[src/rtl/channel_sched_pkg.sv]
// channel_sched_pkg: scheduler state encoding, default widths and the step clamp
// shared by the channel update scheduler and its testbench-visible parameters.
package channel_sched_pkg;
  typedef enum logic [1:0] {IDLE, ISSUE, WAIT, COMMIT} state_t;
  localparam int NSEC_DEF = 4;
  localparam int DTW_DEF = 16;
  function automatic int unsigned clamp(input int unsigned v, input int unsigned lo, input int unsigned hi);
    return v < lo ? lo : (v > hi ? hi : v);
  endfunction
endpackage

[src/rtl/rr_pick.sv]
// rr_pick: round-robin select over a request vector, searching from last+1 and wrapping;
// returns a one-hot grant and the granted index.
module rr_pick #(
  parameter int N = 4,
  parameter int W = $clog2(N)
) (
  input  logic [N-1:0] req,
  input  logic [W-1:0] last,
  output logic [N-1:0] gnt,
  output logic [W-1:0] idx
);
  logic [W-1:0] j;
  always_comb begin
    gnt = '0;
    idx = '0;
    j = '0;
    // Walk from the farthest candidate back to the nearest so the nearest wins.
    for (int k = N; k >= 1; k--) begin
      j = W'((int'(last) + k) % N);
      if (req[j]) begin
        gnt = '0;
        gnt[j] = 1'b1;
        idx = j;
      end
    end
  end
endmodule

[src/rtl/channel_update_scheduler.sv]
// channel_update_scheduler: time-shares one PWL section evaluator among NSEC pole sections,
// driven by per-section step timers and forced restarts on input events.
module channel_update_scheduler
  import channel_sched_pkg::*;
#(
  parameter int          NSEC   = NSEC_DEF,
  parameter int          SECW   = $clog2(NSEC),
  parameter int          DTW    = DTW_DEF,
  parameter int unsigned DT_MIN = 1,
  parameter int unsigned DT_MAX = 65535
) (
  input  logic            clk,
  input  logic            rstn,
  input  logic            in_evt,
  output logic            req_valid,
  input  logic            req_ready,
  output logic [SECW-1:0] req_sec,
  output logic            req_restart,
  input  logic            eval_done,
  input  logic [DTW-1:0]  eval_dt,
  output logic            so_update,
  output logic            busy
);
  state_t state_q, state_d;
  logic [NSEC-1:0] pend_q, pend_d, rst_flag_q, rst_flag_d, gnt;
  logic [DTW-1:0] timer_q [NSEC];
  logic [DTW-1:0] timer_d [NSEC];
  logic [SECW-1:0] last_q, last_d, sel_q, sel_d, pick;
  logic valid_q, valid_d, restart_q, restart_d, so_q, so_d, busy_q, busy_d;
  logic grant, load, start;
  logic [DTW-1:0] dt_clamped;

  rr_pick #(.N(NSEC), .W(SECW)) u_pick (
    .req (pend_q),
    .last(last_q),
    .gnt (gnt),
    .idx (pick)
  );

  assign grant = state_q == ISSUE && valid_q && req_ready;
  assign load = state_q == WAIT && eval_done;
  assign start = state_q == IDLE && pend_q != '0;
  assign dt_clamped = DTW'(clamp(32'(eval_dt), DT_MIN, DT_MAX));

  // An event overrides every other update of a section in the same cycle.
  for (genvar i = 0; i < NSEC; i++) begin : g_sec
    logic mine;
    assign mine = sel_q == SECW'(i);
    assign timer_d[i] = in_evt ? '0 :
                        (load && mine) ? dt_clamped :
                        timer_q[i] != '0 ? timer_q[i] - DTW'(1) : timer_q[i];
    assign pend_d[i] = in_evt || timer_q[i] == DTW'(1) || (pend_q[i] && !(grant && mine));
    assign rst_flag_d[i] = in_evt || (rst_flag_q[i] && !(grant && mine));
  end

  always_ff @(posedge clk or negedge rstn) begin
    if (!rstn) begin
      state_q <= IDLE;
      pend_q <= '1;
      rst_flag_q <= '1;
      last_q <= SECW'(NSEC - 1);
      sel_q <= '0;
      valid_q <= 1'b0;
      restart_q <= 1'b0;
      so_q <= 1'b0;
      busy_q <= 1'b0;
      for (int k = 0; k < NSEC; k++) timer_q[k] <= '0;
    end else begin
      state_q <= state_d;
      pend_q <= pend_d;
      rst_flag_q <= rst_flag_d;
      last_q <= last_d;
      sel_q <= sel_d;
      valid_q <= valid_d;
      restart_q <= restart_d;
      so_q <= so_d;
      busy_q <= busy_d;
      timer_q <= timer_d;
    end
  end

  always_comb begin
    state_d = state_q == IDLE  ? (start ? ISSUE : IDLE) :
              state_q == ISSUE ? (grant ? WAIT : ISSUE) :
              state_q == WAIT  ? (eval_done ? COMMIT : WAIT) : IDLE;
  end

  // busy is registered from next-state values so it reads 0 while held in reset.
  always_comb begin
    valid_d = start || (state_q == ISSUE && !grant);
    sel_d = start ? pick : sel_q;
    restart_d = start ? |(gnt & rst_flag_q) : restart_q;
    last_d = grant ? sel_q : last_q;
    so_d = state_q == COMMIT && pend_q == '0;
    busy_d = pend_d != '0 || state_d != IDLE;
  end

  assign req_valid = valid_q;
  assign req_sec = sel_q;
  assign req_restart = restart_q;
  assign so_update = so_q;
  assign busy = busy_q;
endmodule

[config.mk]
export PLATFORM = sky130hd
export DESIGN_NAME = channel_update_scheduler
export DESIGN_NICKNAME = d
export VERILOG_FILES = /design/src/rtl/channel_sched_pkg.sv /design/src/rtl/rr_pick.sv /design/src/rtl/channel_update_scheduler.sv
export SDC_FILE = /design/constraint.sdc
export NUM_CORES = 1
export LEC_CHECK = 0
export ABC_CLOCK_PERIOD_IN_PS = 2400
export CAP_MARGIN = 20
export CORE_ASPECT_RATIO = 1.75
export CORE_MARGIN = 2
export CORE_UTILIZATION = 47
export CTS_CLUSTER_DIAMETER = 150
export DETAILED_ROUTE_END_ITERATION = 16
export PLACE_DENSITY = 0.65
export SYNTH_ARGS = -nofsm -noshare
export SYNTH_HDL_FRONTEND = slang
export SYNTH_SLANG_ARGS = --single-unit
[constraint.sdc]
create_clock -name clk -period 2.4 [get_ports clk]
set_input_delay 0.48 -clock clk [delete_from_list [all_inputs] [get_ports clk]]
set_output_delay 0.48 -clock clk [all_outputs]
set_load 0.1 [all_outputs]
# Word level (Yosys, flattened, before mapping)
# Cells that the tools add are included.
[word_totals]
ff_bits = 82
in_bits = 21
output_inout_bits = 6
[classes]
add_sub_neg = 8
magnitude_cmp = 9
n_eq_ne = 10
n_mux = 43
bitwise = 1
reduce_logical = 60
[op_table]
columns = ["cell", "count"]
rows = [
  ["16-bit two-way mux", 13],
  ["16-bit by 1-bit == test with 1-bit output, second input constant", 4],
  ["16-bit nonzero test", 4],
  ["16-bit by 1-bit subtractor with 16-bit output, second input constant", 4],
  ["1-bit logical AND", 26],
  ["16-bit by 1-bit less-than comparator with 1-bit output, second input constant", 1],
  ["2-bit two-way mux", 8],
  ["4-bit two-way mux", 4],
  ["1-bit logical OR", 14],
  ["2-bit by 3-bit less-than comparator with 1-bit output, second input constant", 4],
  ["3-bit nonzero test", 4],
  ["1-bit two-way mux", 10],
  ["1-bit binary-select mux with 2-bit select", 4],
  ["1-bit demux with 2-bit select", 4],
  ["2-bit == test, second input constant", 4],
  ["2-bit by 1-bit greater-or-equal comparator with 1-bit output, second input constant", 4],
  ["4-bit nonzero test", 2],
  ["1-bit zero test", 5],
  ["2-bit by 1-bit adder with 2-bit output, second input constant", 2],
  ["2-bit adder, second input constant", 2],
  ["4-bit AND", 1],
  ["2-bit by 1-bit == test with 1-bit output, second input constant", 2],
  ["2-bit zero test", 2],
  ["4-bit zero test", 1],
  ["other kinds (2)", 2],
]

# Logic depth before layout (Yosys ltp)
# Gate-level depths: netlist of the first run.
[depth]
depth_word = 11
ltp_mapped = 8

# Hierarchy
# From an unflattened synthesis of the first run, not the netlist that was laid out.
[unflattened]
cells_unflattened = 529
hier_area_um2 = 5053.6
[by_module_without_submodules]
columns = ["mod", "instances", "cells_per_inst", "area_per_inst_um2", "seq_area_each_um2"]
rows = [
  ["channel_update_scheduler", 1, 467, 4530.6, 2064.5],
  ["rr_pick", 1, 62, 523.0, 0.0],
]

# Worst setup path after synthesis of the first run
# No wires, ideal clock.
[synth_path]
kind = "reg-to-reg"
startpoint = "register last_q[0]"
endpoint = "register restart_q, in the netlist req_restart"
setup_time_ns = 0.087
arrival_time_ns = 2.486
required_ns = 2.313
path_slack_ns = -0.174
path_stages_with_launch = 9
period_less_slack_ns = 2.574
path_cell_list = "dfstp_2 -> buf_2 -> inv_1 -> ha_1 -> mux4_2 -> nor2b_1 -> a311oi_1 -> a221o_1 -> o211ai_1"
[synth_via]
elab_chain_len = 11
word_cells_on_any_way = 38
cone_classes = "add/sub (4); order compare (8); mux (20); bitwise (1); reduce/logical (5)"
[synth_rtl]
columns = ["element", "line_no", "source"]
rows = [
  ["from (decl)", "channel_update_scheduler.sv:28", "logic [SECW-1:0] last_q, last_d, sel_q, sel_d, pick;"],
  ["from (signal assigned)", "channel_update_scheduler.sv:61", "last_q <= SECW'(NSEC - 1);"],
  ["from (signal assigned)", "channel_update_scheduler.sv:72", "last_q <= last_d;"],
  ["2-bit by 1-bit adder with 2-bit output", "rr_pick.sv:19", "j = W'((int'(last) + k) % N);"],
  ["2-bit by 3-bit less-than comparator with 1-bit output (not written as such) / 2-bit by 1-bit greater-or-equal comparator with 1-bit output (equally long branches)", "rr_pick.sv:22", "gnt[j] = 1'b1;"],
  ["1-bit logical AND (not written as such)", "rr_pick.sv:22", ""],
  ["1-bit two-way mux (not written as such)", "rr_pick.sv:22", ""],
  ["1-bit demux with 2-bit select", "-", ""],
  ["4-bit two-way mux (3 in series)", "rr_pick.sv:20", "if (req[j]) begin"],
  ["4-bit two-way mux *", "rr_pick.sv:20", ""],
  ["4-bit AND *", "channel_update_scheduler.sv:92", "restart_d = start ? |(gnt & rst_flag_q) : restart_q;"],
  ["4-bit OR reduction *", "channel_update_scheduler.sv:92", ""],
  ["to (signal assigned)", "channel_update_scheduler.sv:75", "restart_q <= restart_d;"],
  ["to (decl)", "channel_update_scheduler.sv:29", "logic valid_q, valid_d, restart_q, restart_d, so_q, so_d, busy_q, busy_d;"],
]
# Mark *: on every way between the ends. The rest lies on a longest branch, timed or not. The select of a mux whose other input is x is not followed.
# A chain may end at the register's enable or synchronous reset.

# Final worst setup path of the first run
[layout_path]
startpoint = "register last_q[1]"
endpoint = "register restart_q, in the netlist req_restart"
# The elaborated chain is that of the path after synthesis.

==> results of run 1 <==
stage by stage:
stage | setup WS [ns] | power, W | hold slack, ns | cells
after global placement | -0.168 | 0.00678 | 0.470 | 709
after detailed placement | -0.196 | 0.00688 | 0.480 | 709
after global routing | 0.00348 | 0.00898 | 0.130 | 725
after floorplan | -0.0526 | 0.00568 | 0.184 | 536
final | 0.0617 | 0.00836 | 0.104 | 725
after CTS | 0.0501 | 0.00834 | 0.120 | 725
worst max path at each step:
stage                    from     endpoint  slack [ns]  depth (start not counted)
floorplan           last_q[0]  req_restart       -0.05                          8
global placement    req_ready         busy       -0.17                          6
detailed placement  req_ready         busy       -0.20                          6
CTS                 last_q[1]  req_restart        0.05                          7
global route        last_q[1]  req_restart       0.003                          8
finish              last_q[1]  req_restart        0.06                          8
layer usage:
layer / global-route usage, % / up-vias / wire length (um)
li1: - / 2072 / -
met1: 28.0 / 2168 / 5350
met2: 45.1 / 112 / 7370
met3: 3.91 / 35 / 463
met4: 11.9 / 0 / 588
met5: 0 / - / 0
cell usage after synthesis, types with 3 or more instances:
master / number
sky130_fd_sc_hd__a211oi_1: 53
sky130_fd_sc_hd__a21o_1: 5
sky130_fd_sc_hd__a21oi_1: 8
sky130_fd_sc_hd__a311oi_1: 3
sky130_fd_sc_hd__and2_1: 3
sky130_fd_sc_hd__and3_1: 6
sky130_fd_sc_hd__buf_2: 3
sky130_fd_sc_hd__buf_6: 4
sky130_fd_sc_hd__clkbuf_1: 18
sky130_fd_sc_hd__dfrtp_1: 72
sky130_fd_sc_hd__dfstp_2: 10
sky130_fd_sc_hd__ha_1: 14
sky130_fd_sc_hd__inv_1: 18
sky130_fd_sc_hd__mux2i_1: 5
sky130_fd_sc_hd__mux4_2: 4
sky130_fd_sc_hd__nand2_1: 27
sky130_fd_sc_hd__nand2b_1: 4
sky130_fd_sc_hd__nand3_1: 12
sky130_fd_sc_hd__nand4_1: 4
sky130_fd_sc_hd__nor2_1: 83
sky130_fd_sc_hd__nor2b_1: 3
sky130_fd_sc_hd__nor3_1: 26
sky130_fd_sc_hd__nor3b_1: 3
sky130_fd_sc_hd__nor4_1: 18
sky130_fd_sc_hd__o21ai_0: 6
sky130_fd_sc_hd__o221ai_1: 3
sky130_fd_sc_hd__o31ai_1: 6
sky130_fd_sc_hd__or3_1: 4
sky130_fd_sc_hd__or4_1: 6
sky130_fd_sc_hd__xnor2_1: 36
sky130_fd_sc_hd__xor2_1: 15
sequential cells by signal, indices dropped and copies added, names as in the netlist:
register     flops
req_restart      1
so_update        1
timer_q         64
req_sec          2
last_q           2
state_q          2
busy             1
req_valid        1
pend_q           4
rst_flag_q       4
cell type report:
type / count / area, um2
fill: 962 / 4570
multi-input combinational: 408 / 2790
sequential: 82 / 2070
timing repair buffer: 71 / 606
clock buffer: 12 / 256
tap: 130 / 163
inverter: 18 / 67.6
clock inverter: 4 / 51.3
power breakdown:
part	switching [W]	internal (W)
clock network	0.000542	0.000863
logic	0.00249	0.00206
registers	0.000499	0.00191
total	0.00353	0.00483
critical path, stage by stage, from the launching register on:
cell	delay, ns
sky130_fd_sc_hd__dfstp_2	0.53
sky130_fd_sc_hd__inv_1	0.10
sky130_fd_sc_hd__ha_4	0.30
sky130_fd_sc_hd__buf_4	0.12
sky130_fd_sc_hd__mux4_2	0.35
sky130_fd_sc_hd__or2_1	0.28
sky130_fd_sc_hd__a221oi_1	0.24
sky130_fd_sc_hd__o22a_1	0.19
sky130_fd_sc_hd__o211ai_1	0.09
cell families after synthesis:
family,Yosys count
and+or+nand+nor,222
AOI/OAI and AO/OA,110
DFF,82
xor gates and xnor gates,51
buffers and inverters,46
adders and majority gates,14
muxes,11
==> metrics.log, run 1 <==
[metrics] Ant. Diodes: 0
[metrics] placed inst area: between 5000 and 6000 um2
[metrics] number of different library cells in the post-synthesis netlist: 72
[metrics] cell type with the highest aggregate area in the netlist: sky130_fd_sc_hd__dfrtp_1
[metrics] latest clock arrival within the worst-skew pair: about 0.34 ns
[metrics] Adder-Cell Fraction of Synth Area: 3.48%
[metrics] worst setup path category: flop to flop
[metrics] quantity of hold-fixing buffers added after cts: 0
[metrics] startpoint of the lowest-slack register-to-register path: last_q[1]
[metrics] proportion of register bits with asynchronous set or reset after synthesis: 100%
[metrics] standard-cell row count: 50
[metrics] CTS tree: done
[metrics] result of the run: finished, final reports clean
[metrics] number of synthesis warnings: 0
[metrics] area of the die: 11600 um2
[metrics] kind of capture point of the worst setup path: flop
[metrics] number of nets in the layout: 625
[metrics] remaining antenna violation count after routing: 0
[metrics] Core Area: 10600 um2
[metrics] simple-gate share of the synthesized area: 22.7%
[metrics] number of setup buffers added after CTS: 0
[metrics] number of sinks driven by the clock tree: 82
[metrics] top cell type's share of synthesized area: 35.7%
[metrics] synthesized cell area: 5040 um2
[metrics] routability cong.: 0.861
[metrics] Post-Syn Nets: roughly 570
[metrics] number of pins with negative max-slew slack in the final report: 0
[metrics] layout-stage area growth over the synthesis result: 19.1%
[metrics] number of H-tree branching levels: 3
[metrics] post-synthesis mux area share: between 3 and 4%
[metrics] root buf cell: sky130_fd_sc_hd__clkbuf_16
[metrics] Via density: 6.05
[metrics] Final HPWL DP: 10.1 mm
[metrics] unrepaired setup endpoints after global routing: false
[metrics] worst setup slack for register-to-register paths: 0.06 ns
[metrics] Lkg Pwr: between 2 and 3 nW
[metrics] Overall Global Routing Usage: 25.2%
[metrics] top library cells by usage in the layout, fill and taps aside: 83 x sky130_fd_sc_hd__nor2_1, 69 x sky130_fd_sc_hd__dfrtp_1, 53 x sky130_fd_sc_hd__a211oi_1
[metrics] Detailed Route Iter0 Violations: 290
[metrics] # DRC: 0
[metrics] fraction of the mapped netlist area in compound gates: between 15 and 20%
[metrics] required time of the critical path: roughly 2.6 ns
[metrics] top-level port count: 27
[metrics] arrival time reported for the critical path endpoint: 2.54 ns
[metrics] Max Clock Skew: roughly 0.006 ns
[metrics] final total negative setup slack: 0 ns
[metrics] biggest area contributors in the synthesized netlist: sky130_fd_sc_hd__dfrtp_1 36%, sky130_fd_sc_hd__a211oi_1 7.9%, sky130_fd_sc_hd__xnor2_1 6.3%, sky130_fd_sc_hd__nor2_1 6.2%, sky130_fd_sc_hd__dfstp_2 5.2%
[metrics] Max IR drop VDD: around 0.65 mV
[metrics] post-synthesis cell count: 536
[metrics] most common flop cell mapped by yosys: sky130_fd_sc_hd__dfrtp_1
[metrics] mean cell area of the mapped netlist: ~9.4 um2
[metrics] share of the yosys chip area belonging to registers: between 40% and 50%
[metrics] ratio of total power to cell area: between 1000 and 1500 nW/um2
[metrics] most common cell after layout, fill and taps aside: sky130_fd_sc_hd__nor2_1
[metrics] startpoint class of the critical path: flop
[metrics] DRT Wirelength: ~14 mm
[metrics] area of all placed cells without fillers: 6000 um2
[metrics] Max Fclk: 0.428 GHz
[metrics] final clock period utilization by the worst path: 97.4%
[metrics] Hold Fails Final Rpt: 0
[metrics] R2R depth: 8
[metrics] vias in the first global route: 4396
[metrics] terminus of the critical flop-to-flop path: req_restart
[metrics] detailed-routing iteration count for the pre-antenna-repair pass: 5
[metrics] clock buffer count from CTS: 9
[metrics] headroom to the max-slew limit: between 50% and 60%
[metrics] number of enable flip-flop cells after synthesis: 0
[metrics] routed length per instance: 19.0 um
[metrics] worst hold-check path type: input port to asynchronous set/reset pin
[metrics] y dimension of the die: about 140 um
[metrics] layout cells sized above 1: 18.5%
[metrics] remaining global-route overflow: 0
[metrics] number of antenna violations at the first check in global routing: 0
[metrics] Die Width: 82.3 um
[metrics] final core utilization: 56.8%
[metrics] CP Max Fanout: 5
[metrics] routed via count: 4387
[metrics] xor/xnor cell area share of the yosys netlist: 8.86%
[metrics] Resized cells post-CTS: 0
[metrics] register bit count reported by yosys: 82
[metrics] largest net degree at the start of global routing: 48
[metrics] starting density of the core: 47.7%
[metrics] Least-Margin Pin Slew: 0.638 ns
[metrics] total setup violations reported at the end of the flow: 0
[metrics] max-capacitance violation count: 0
[metrics] clock period minus final worst setup slack: 2.34 ns
[metrics] clock-pin slew of the registers on the worst-case setup and hold paths: 0.06 ns
[metrics] main combinational cell family by area after synthesis: simple AND/OR/NAND/NOR gates
[metrics] wire length of the first global-routing pass: 22.0 mm
[metrics] number of buffers between clock root and the deepest sink: 2
[metrics] number of buffer cells added on primary ports: 26
(Power assumes the default switching activity.)
==> run 2, diff against run 1 <==
- ABC_AREA: not set -> 1
- DONT_BUFFER_PORTS: not set -> 1
- HOLD_SLACK_MARGIN: not set -> 0.1
- PLACE_DENSITY: 0.65 -> 0.61
==> run 2 against run 1 <==
Against the previous run: the flow now finishes with violations (negative hold slack); largest cell class unchanged; sequential power is 4% lower; combinational power shrank 7.5%; die area increased by 2.0%; critical endpoint unchanged; first-iteration DRC count down 13%.
==> metrics.log, run 2 <==
[metrics] result of the run: finished, violations left
[metrics] failing checks: negative hold slack
[metrics] clock buffer count from CTS: 9 (unchanged)
[metrics] Least-Margin Pin Slew: 0.817 ns (+0.179 ns)
[metrics] y dimension of the die: 142 um (+1.0%)
[metrics] max-capacitance violation count: 0 (unchanged)
[metrics] largest net degree at the start of global routing: 83 (+73%)
[metrics] sequential cell area: 2060 um2 (-0.18%)
[metrics] CP Max Fanout: 10 (+5)
[metrics] final clock period utilization by the worst path: 90.5% (-6.9 points)
[metrics] number of buffers between clock root and the deepest sink: 2 (unchanged)
[metrics] cell type with the highest aggregate area in the netlist: sky130_fd_sc_hd__dfrtp_1
[metrics] starting density of the core: 48.1% (+0.41 points)
[metrics] proportion of register bits with asynchronous set or reset after synthesis: 100% (unchanged)
[metrics] number of different library cells in the post-synthesis netlist: 44 (-39%)
[metrics] most common flop cell mapped by yosys: sky130_fd_sc_hd__dfrtp_1
[metrics] # DRC: 0 (unchanged)
[metrics] number of nets in the layout: 740 (+18%)
[metrics] layout-stage area growth over the synthesis result: 10.1%
[metrics] worst setup path category: flop to flop
[metrics] Overall Global Routing Usage: 25.0% (-0.17 points)
[metrics] most common cell after layout, fill and taps aside: sky130_fd_sc_hd__nand2_1
[metrics] detailed-routing iteration count for the pre-antenna-repair pass: 7 (+2)
[metrics] number of synthesis warnings: 0 (unchanged)
[metrics] number of antenna violations at the first check in global routing: 0 (unchanged)
[metrics] placed inst area: 5360 um2 (-5.6%)
[metrics] Max IR drop VDD: 0.737 mV (+13%)
[metrics] top library cells by usage in the layout, fill and taps aside: 117 x sky130_fd_sc_hd__nand2_1, 102 x sky130_fd_sc_hd__nor2_1, 86 x sky130_fd_sc_hd__inv_1
[metrics] mean cell area of the mapped netlist: 7.44 um2 (-21%)
[metrics] overall power after layout: 0.00790 W (-5.5%)
[metrics] post-synthesis cell count: 691 (+29%)
[metrics] biggest area contributors in the synthesized netlist: sky130_fd_sc_hd__dfrtp_1 35%, sky130_fd_sc_hd__nand2_1 8.5%, sky130_fd_sc_hd__nor2_1 7.4%, sky130_fd_sc_hd__o21ai_0 6.4%, sky130_fd_sc_hd__inv_1 6.3%
[metrics] Core Area: 10700 um2 (+1.2%)
[metrics] Post-Syn Nets: 726 (+27%)
[metrics] number of H-tree branching levels: 3 (unchanged)
[metrics] Largest regs: timer_q (64), pend_q (4), rst_flag_q (4)
[metrics] routed length per instance: 16.9 um (-11%)
[metrics] Die Width: 83.1 um (+0.97%)
[metrics] clock period minus final worst setup slack: 2.17 ns (-0.167 ns)
[metrics] routed via count: 4737 (+8.0%)
[metrics] vias in the first global route: 4750 (+8.1%)
[metrics] Detailed Route Iter0 Violations: 253 (-13%)
[metrics] area of the die: 11800 um2 (+2.0%)
[metrics] worst setup slack for register-to-register paths: 0.23 ns (+0.17 ns)
[metrics] area of all placed cells without fillers: 5660 um2 (-5.7%)
[metrics] layout filler cell count: 1043 (+8.4%)
[metrics] number of setup buffers added after CTS: 0 (unchanged)
[metrics] Max Clock Skew: 0.00574 ns (-0.000235 ns)
[metrics] flip-flop count of the largest register after layout: 64 (unchanged)
[metrics] top register by number of flip-flops: timer_q
[metrics] kind of capture point of the worst setup path: flop
[metrics] number of pins with negative max-slew slack in the final report: 0 (unchanged)
[metrics] clock-pin slew of the registers on the worst-case setup and hold paths: 0.06 ns (about the same)
[metrics] Resized cells post-CTS: 0 (unchanged)
[metrics] final total negative setup slack: 0 ns (unchanged)
[metrics] layout cells sized above 1: 12.7% (-5.8 points)
[metrics] required time of the critical path: 2.63 ns (+0.03 ns)
[metrics] Ant. Diodes: 0 (unchanged)
[metrics] number of buffer cells added on primary ports: 0 (-100%)
[metrics] Lkg Pwr: 2.72 nW (+6.8%)
[metrics] top-level port count: 27 (unchanged)
[metrics] Max Fclk: 0.460 GHz (+7.7%)
[metrics] DRT Wirelength: 14.2 mm (+3.3%)
[metrics] remaining antenna violation count after routing: 0 (unchanged)
[metrics] arrival time reported for the critical path endpoint: 2.40 ns (-0.14 ns)
[metrics] number of enable flip-flop cells after synthesis: 0 (unchanged)
[metrics] remaining global-route overflow: 0 (unchanged)
[metrics] total setup violations reported at the end of the flow: 0 (unchanged)
[metrics] CTS tree: done
[metrics] top cell type's share of synthesized area: 35.0% (-0.72 points)
[metrics] worst hold-check path type: input port to asynchronous set/reset pin
[metrics] routability cong.: 0.949 (+10%)
[metrics] register bit count reported by yosys: 82 (unchanged)
[metrics] Final HPWL DP: 10.8 mm (+7.0%)
[metrics] latest clock arrival within the worst-skew pair: 0.34 ns (about the same)
[metrics] synthesized cell area: 5140 um2 (+2.1%)
[metrics] most instantiated library cell after synthesis: sky130_fd_sc_hd__nand2_1
[metrics] Hold Fails Final Rpt: 73 (+73)
[metrics] startpoint class of the critical path: flop
[metrics] area of combinational cells with multiple inputs: 2650 um2 (-4.9%)
[metrics] standard-cell row count: 50 (unchanged)
[metrics] number of sinks driven by the clock tree: 82 (unchanged)
[metrics] Final Hold Slack: -0.166 ns (-0.270 ns)
[metrics] root buf cell: sky130_fd_sc_hd__clkbuf_16
[metrics] ratio of total power to cell area: 1400 nW/um2 (+0.25%)
[metrics] unrepaired setup endpoints after global routing: false
[metrics] commonest cells in the netlist: 117 x sky130_fd_sc_hd__nand2_1, 102 x sky130_fd_sc_hd__nor2_1, 86 x sky130_fd_sc_hd__inv_1
[metrics] wire length of the first global-routing pass: 23.0 mm (+4.7%)
[metrics] Via density: 5.64 (-6.8%)
[metrics] headroom to the max-slew limit: 45.2% (-12 points)
[metrics] share of the yosys chip area belonging to registers: 40.1% (-0.83 points)
run 2: per-layer routing:
metal	vias up	wire (um)	part of all wire, %	global-route usage [%]
li1	2333	-	-	-
met1	2246	5230	37	25.7
met2	116	7660	54	46.9
met3	42	537	3.8	3.94
met4	0	809	5.7	15.4
met5	-	0	0	0
run 2: logic make-up (layout without fill, tap and decap cells):
family	count (synthesis)	count (layout)	share of synthesized area [%]
xor+xnor	12	12	2.04
fa+ha+maj	14	14	3.41
flops	82	82	40.1
simple gates	310	310	26.9
compound gates	165	165	19.3
buf+inv	108	127	8.27
run 2: final timing paths:
| path | start | to | depth (start not counted) |
|---|---|---|---|
| min reg2reg | rst_flag_q[0] | rst_flag_q[0] | 2 |
| max | last_q[0] | req_restart | 12 |
| max reg2reg | last_q[0] | req_restart | 12 |
| min in group clk | in_evt | pend_q[2] | 2 |
| max in group asynchronous | rstn | rst_flag_q[0] | 0 |
| min | rstn | timer_q[52] | 0 |
run 2: area by class of cell:
cell class                      count  area share (%)
Inverter                           96            6.39
Timing Repair Buffer               15            1.99
Tap cell                          130            2.87
Sequential cell                    82            36.5
Clock buffer                       12            4.53
Clock inverter                      4           0.884
Multi-Input combinational cell    501            46.9
run 2: stage by stage:
| stage | instances | utilization, % | worst slack (ns) |
|---|---|---|---|
| detailed placement | 824 | 50.1 | 0.242 |
| CTS | 840 | 52.9 | 0.233 |
| floorplan | 691 | - | 0.147 |
| finish | 840 | 52.9 | 0.228 |
| global route | 840 | 52.9 | 0.0256 |
| global placement | 824 | 50.1 | 0.290 |
run 2: worst max-delay path, cell delays in order, from the launching register on:
cell and delay [ns]:
sky130_fd_sc_hd__dfstp_2 0.59, sky130_fd_sc_hd__clkinv_1 0.10, sky130_fd_sc_hd__ha_1 0.35, sky130_fd_sc_hd__inv_1 0.10, sky130_fd_sc_hd__nand3_1 0.08, sky130_fd_sc_hd__nand2_1 0.22, sky130_fd_sc_hd__inv_1 0.11, sky130_fd_sc_hd__a21oi_1 0.14
sky130_fd_sc_hd__nand3_1 0.10, sky130_fd_sc_hd__nand2_1 0.06, sky130_fd_sc_hd__nand3_1 0.06, sky130_fd_sc_hd__nor2_1 0.11, sky130_fd_sc_hd__nor2_1 0.04
run 2: where the power goes:
part | switching [W] | total [W] | internal, W
clock | 0.000543 | 0.00140 | 0.000861
combinational | 0.00273 | 0.00420 | 0.00146
sequential | 0.000421 | 0.00231 | 0.00188
total | 0.00370 | 0.00790 | 0.00421
==> run 3, diff against run 2 <==
- CELL_PAD_IN_SITES_DETAIL_PLACEMENT: not set -> 0
- CELL_PAD_IN_SITES_GLOBAL_PLACEMENT: not set -> 2
- CORE_UTILIZATION: 47 -> 34
- PLACE_DENSITY: 0.61 -> 0.73
==> run 3 against run 2 <==
Against the previous run: the run now ends clean; routed wire length increased by 13%; power up 0.65%; sequential power about the same; cell count up 6.9%; clock-buffer cell count fell by 1; maximum frequency rose by 1.4%; non-clock buffer count increased by 5; worst setup slack improved by 0.029 ns; clock power about the same; die area increased by 37%; via count fell by 2.3%; critical path type unchanged.
==> metrics.log, run 3 (same netlist as run 2, synthesis figures left out) <==
[metrics] result of the run: finished, final reports clean
[metrics] CP Max Fanout: 11 (+1)
[metrics] clock buffer count from CTS: 9 (unchanged)
[metrics] number of sinks driven by the clock tree: 82 (unchanged)
[metrics] highest routed layer: met4
[metrics] latest clock arrival within the worst-skew pair: 0.35 ns (about the same)
[metrics] startpoint class of the critical path: flop
[metrics] number of buffers between clock root and the deepest sink: 2 (unchanged)
[metrics] remaining global-route overflow: 0 (unchanged)
[metrics] Hold Fails Final Rpt: 0 (-100%)
[metrics] sequential cell area: 2060 um2 (unchanged)
[metrics] routed length per instance: 17.9 um (+5.9%)
[metrics] root buf cell: sky130_fd_sc_hd__clkbuf_16
[metrics] met3 wirelength from detailed routing: 422 um (-21%)
[metrics] Detailed Route Iter0 Violations: 230 (-9.1%)
[metrics] DRT Wirelength: 16.1 mm (+13%)
[metrics] ratio of total power to cell area: 1380 nW/um2 (-1.3%)
[metrics] # DRC: 0 (unchanged)
[metrics] routability cong.: 0.853 (-10%)
[metrics] final clock period utilization by the worst path: 89.3% (-1.2 points)
[metrics] number of nets in the layout: 745 (+0.68%)
[metrics] worst hold-check path type: input port to flop
[metrics] detailed-routing iteration count for the pre-antenna-repair pass: 4 (-3)
[metrics] unrepaired setup endpoints after global routing: false
[metrics] number of H-tree branching levels: 3 (unchanged)
[metrics] area of combinational cells with multiple inputs: 2660 um2 (about the same)
[metrics] number of buffer cells added on primary ports: 0 (unchanged)
[metrics] kind of capture point of the worst setup path: flop
[metrics] largest net degree at the start of global routing: 83 (unchanged)
[metrics] CTS tree: done
[metrics] startpoint of the lowest-slack register-to-register path: timer_q[0]
[metrics] Max Clock Skew: 0.0104 ns (+0.00471 ns)
[metrics] top-level port count: 27 (unchanged)
[metrics] buffers and inverters on the worst path: 3 (unchanged)
[metrics] top library cells by usage in the layout, fill and taps aside: 116 x sky130_fd_sc_hd__nand2_1, 102 x sky130_fd_sc_hd__nor2_1, 86 x sky130_fd_sc_hd__inv_1
[metrics] vias in the first global route: 4799 (+1.0%)
[metrics] Core Area: 14800 um2 (+39%)
[metrics] layout filler cell count: 1590 (+52%)
[metrics] wire length of the first global-routing pass: 25.8 mm (+12%)
[metrics] Ant. Diodes: 0 (unchanged)
[metrics] Final HPWL DP: 12.1 mm (+13%)
[metrics] Setup crit start: timer_q[0]
[metrics] master of the slowest instance on the critical path: sky130_fd_sc_hd__dfrtp_1
[metrics] routed length on met1: 6.20 mm (+19%)
[metrics] flip-flop count of the largest register after layout: 64 (unchanged)
[metrics] final total negative setup slack: 0 ns (unchanged)
[metrics] Largest regs: timer_q (64), pend_q (4), rst_flag_q (4)
[metrics] required time of the critical path: 2.62 ns (about the same)
[metrics] number of pins with negative max-slew slack in the final report: 0 (unchanged)
[metrics] y dimension of the die: 167 um (+17%)
[metrics] arrival time reported for the critical path endpoint: 2.37 ns (-0.03 ns)
[metrics] Overall Global Routing Usage: 20.7% (-4.3 points)
[metrics] clock period minus final worst setup slack: 2.14 ns (-0.0291 ns)
[metrics] headroom to the max-slew limit: 57.6% (+12 points)
[metrics] layout cells sized above 1: 13.4% (+0.75 points)
[metrics] detailed-routed wire length on met2: 8.96 mm (+17%)
[metrics] Via density: 5.15 (-8.6%)
[metrics] total setup violations reported at the end of the flow: 0 (unchanged)
[metrics] kind of cell adding the most delay to the critical path: simple AND/OR/NAND/NOR gates
[metrics] crit-path cells: inv_1 > ha_1 > nand2_1 > inv_1 > nand2_1 > nor2_1 > nand3_2 > nand2_2 > clkinv_2 > o21ai_0 > a31oi_1
[metrics] starting density of the core: 34.7% (-13 points)
[metrics] worst setup path category: flop to flop
[metrics] Final Hold Slack: 0.285 ns (+0.451 ns)
[metrics] Die Width: 97.0 um (+17%)
[metrics] top register by number of flip-flops: timer_q
[metrics] layout-stage area growth over the synthesis result: 12.3%
[metrics] routed via count: 4628 (-2.3%)
[metrics] Least-Margin Pin Slew: 0.632 ns (-0.185 ns)
[metrics] Max IR drop VDD: 0.537 mV (-27%)
[metrics] number of setup buffers added after CTS: 0 (unchanged)
[metrics] remaining antenna violation count after routing: 0 (unchanged)
[metrics] number of antenna violations at the first check in global routing: 0 (unchanged)
[metrics] worst stage delay on the critical path: 0.41 ns (-0.18 ns)
[metrics] Max Fclk: 0.467 GHz (+1.4%)
[metrics] most common cell after layout, fill and taps aside: sky130_fd_sc_hd__nand2_1
[metrics] area of the die: 16200 um2 (+37%)
[metrics] Lkg Pwr: 2.75 nW (+0.86%)
[metrics] startpoint of the most critical hold path: eval_dt[8]
[metrics] clock-pin slew of the registers on the worst-case setup and hold paths: 0.07 ns (about the same)
[metrics] max-capacitance violation count: 0 (unchanged)
[metrics] standard-cell row count: 59 (+18%)
-- run 3: repair_timing --
action | in CTS | in global routing
hold buffers | 2 | 0
gates resized for setup | 0 | 1
endpoints found under the hold margin | 82 | 0
endpoints found under the setup margin | 0 | 1
-- run 3: worst paths after layout --
| check | to | slack (ns) | cells past startpoint |
|---|---|---|---|
| worst max register to register | timer_q[3] | 0.26 | 11 |
| worst max-delay path | timer_q[3] | 0.26 | 11 |
| max in group asynchronous | rst_flag_q[0] | 1.31 | 2 |
| worst min-delay path | timer_q[8] | 0.28 | 2 |
| worst min register to register | rst_flag_q[0] | 0.46 | 2 |
| min in group asynchronous | timer_q[28] | 0.73 | 2 |
-- run 3: final cells by class --
| cell class | count | area share (%) |
|---|---|---|
| clock buffers | 11 | 4.38 |
| clock inverters | 5 | 0.650 |
| inverters | 96 | 6.26 |
| multi-input cells | 501 | 46.0 |
| flip-flops and latches | 82 | 35.8 |
| well taps | 183 | 3.97 |
| repair buffers | 20 | 2.99 |
-- run 3: power by group --
part / internal [W] / total (W) / switching (W)
registers: 0.00188 / 0.00228 / 0.000395
logic: 0.00147 / 0.00430 / 0.00283
clock network: 0.000763 / 0.00138 / 0.000620
total: 0.00411 / 0.00796 / 0.00384
-- run 3: stage by stage --
stage	total power (W)	area [um2]	setup WS, ns	instances	util, %
3_3_place_gp	0.00653	5440	0.265	880	36.7
5_1_grt	0.00876	5770	0.0470	898	38.9
4_1_cts	0.00801	5770	0.236	898	38.9
6_report	0.00796	5770	0.258	898	38.9
2_1_floorplan	0.00550	5140	0.147	691	-
3_5_place_dp	0.00656	5440	0.246	880	36.7
-- run 3: worst register-to-register path, cell delays in order, from the launching register on --
cell	delay, ns
sky130_fd_sc_hd__dfrtp_1	0.41
sky130_fd_sc_hd__inv_1	0.14
sky130_fd_sc_hd__ha_1	0.22
sky130_fd_sc_hd__nand2_1	0.13
sky130_fd_sc_hd__inv_1	0.13
sky130_fd_sc_hd__nand2_1	0.12
sky130_fd_sc_hd__nor2_1	0.15
sky130_fd_sc_hd__nand3_2	0.10
sky130_fd_sc_hd__nand2_2	0.16
sky130_fd_sc_hd__clkinv_2	0.23
sky130_fd_sc_hd__o21ai_0	0.16
sky130_fd_sc_hd__a31oi_1	0.06
-- run 3: layer usage --
layer | track usage, % | up-vias
li1 | - | 2334
met1 | 22.4 | 2192
met2 | 39.5 | 71
met3 | 3.19 | 31
met4 | 8.27 | 0
met5 | 0 | -
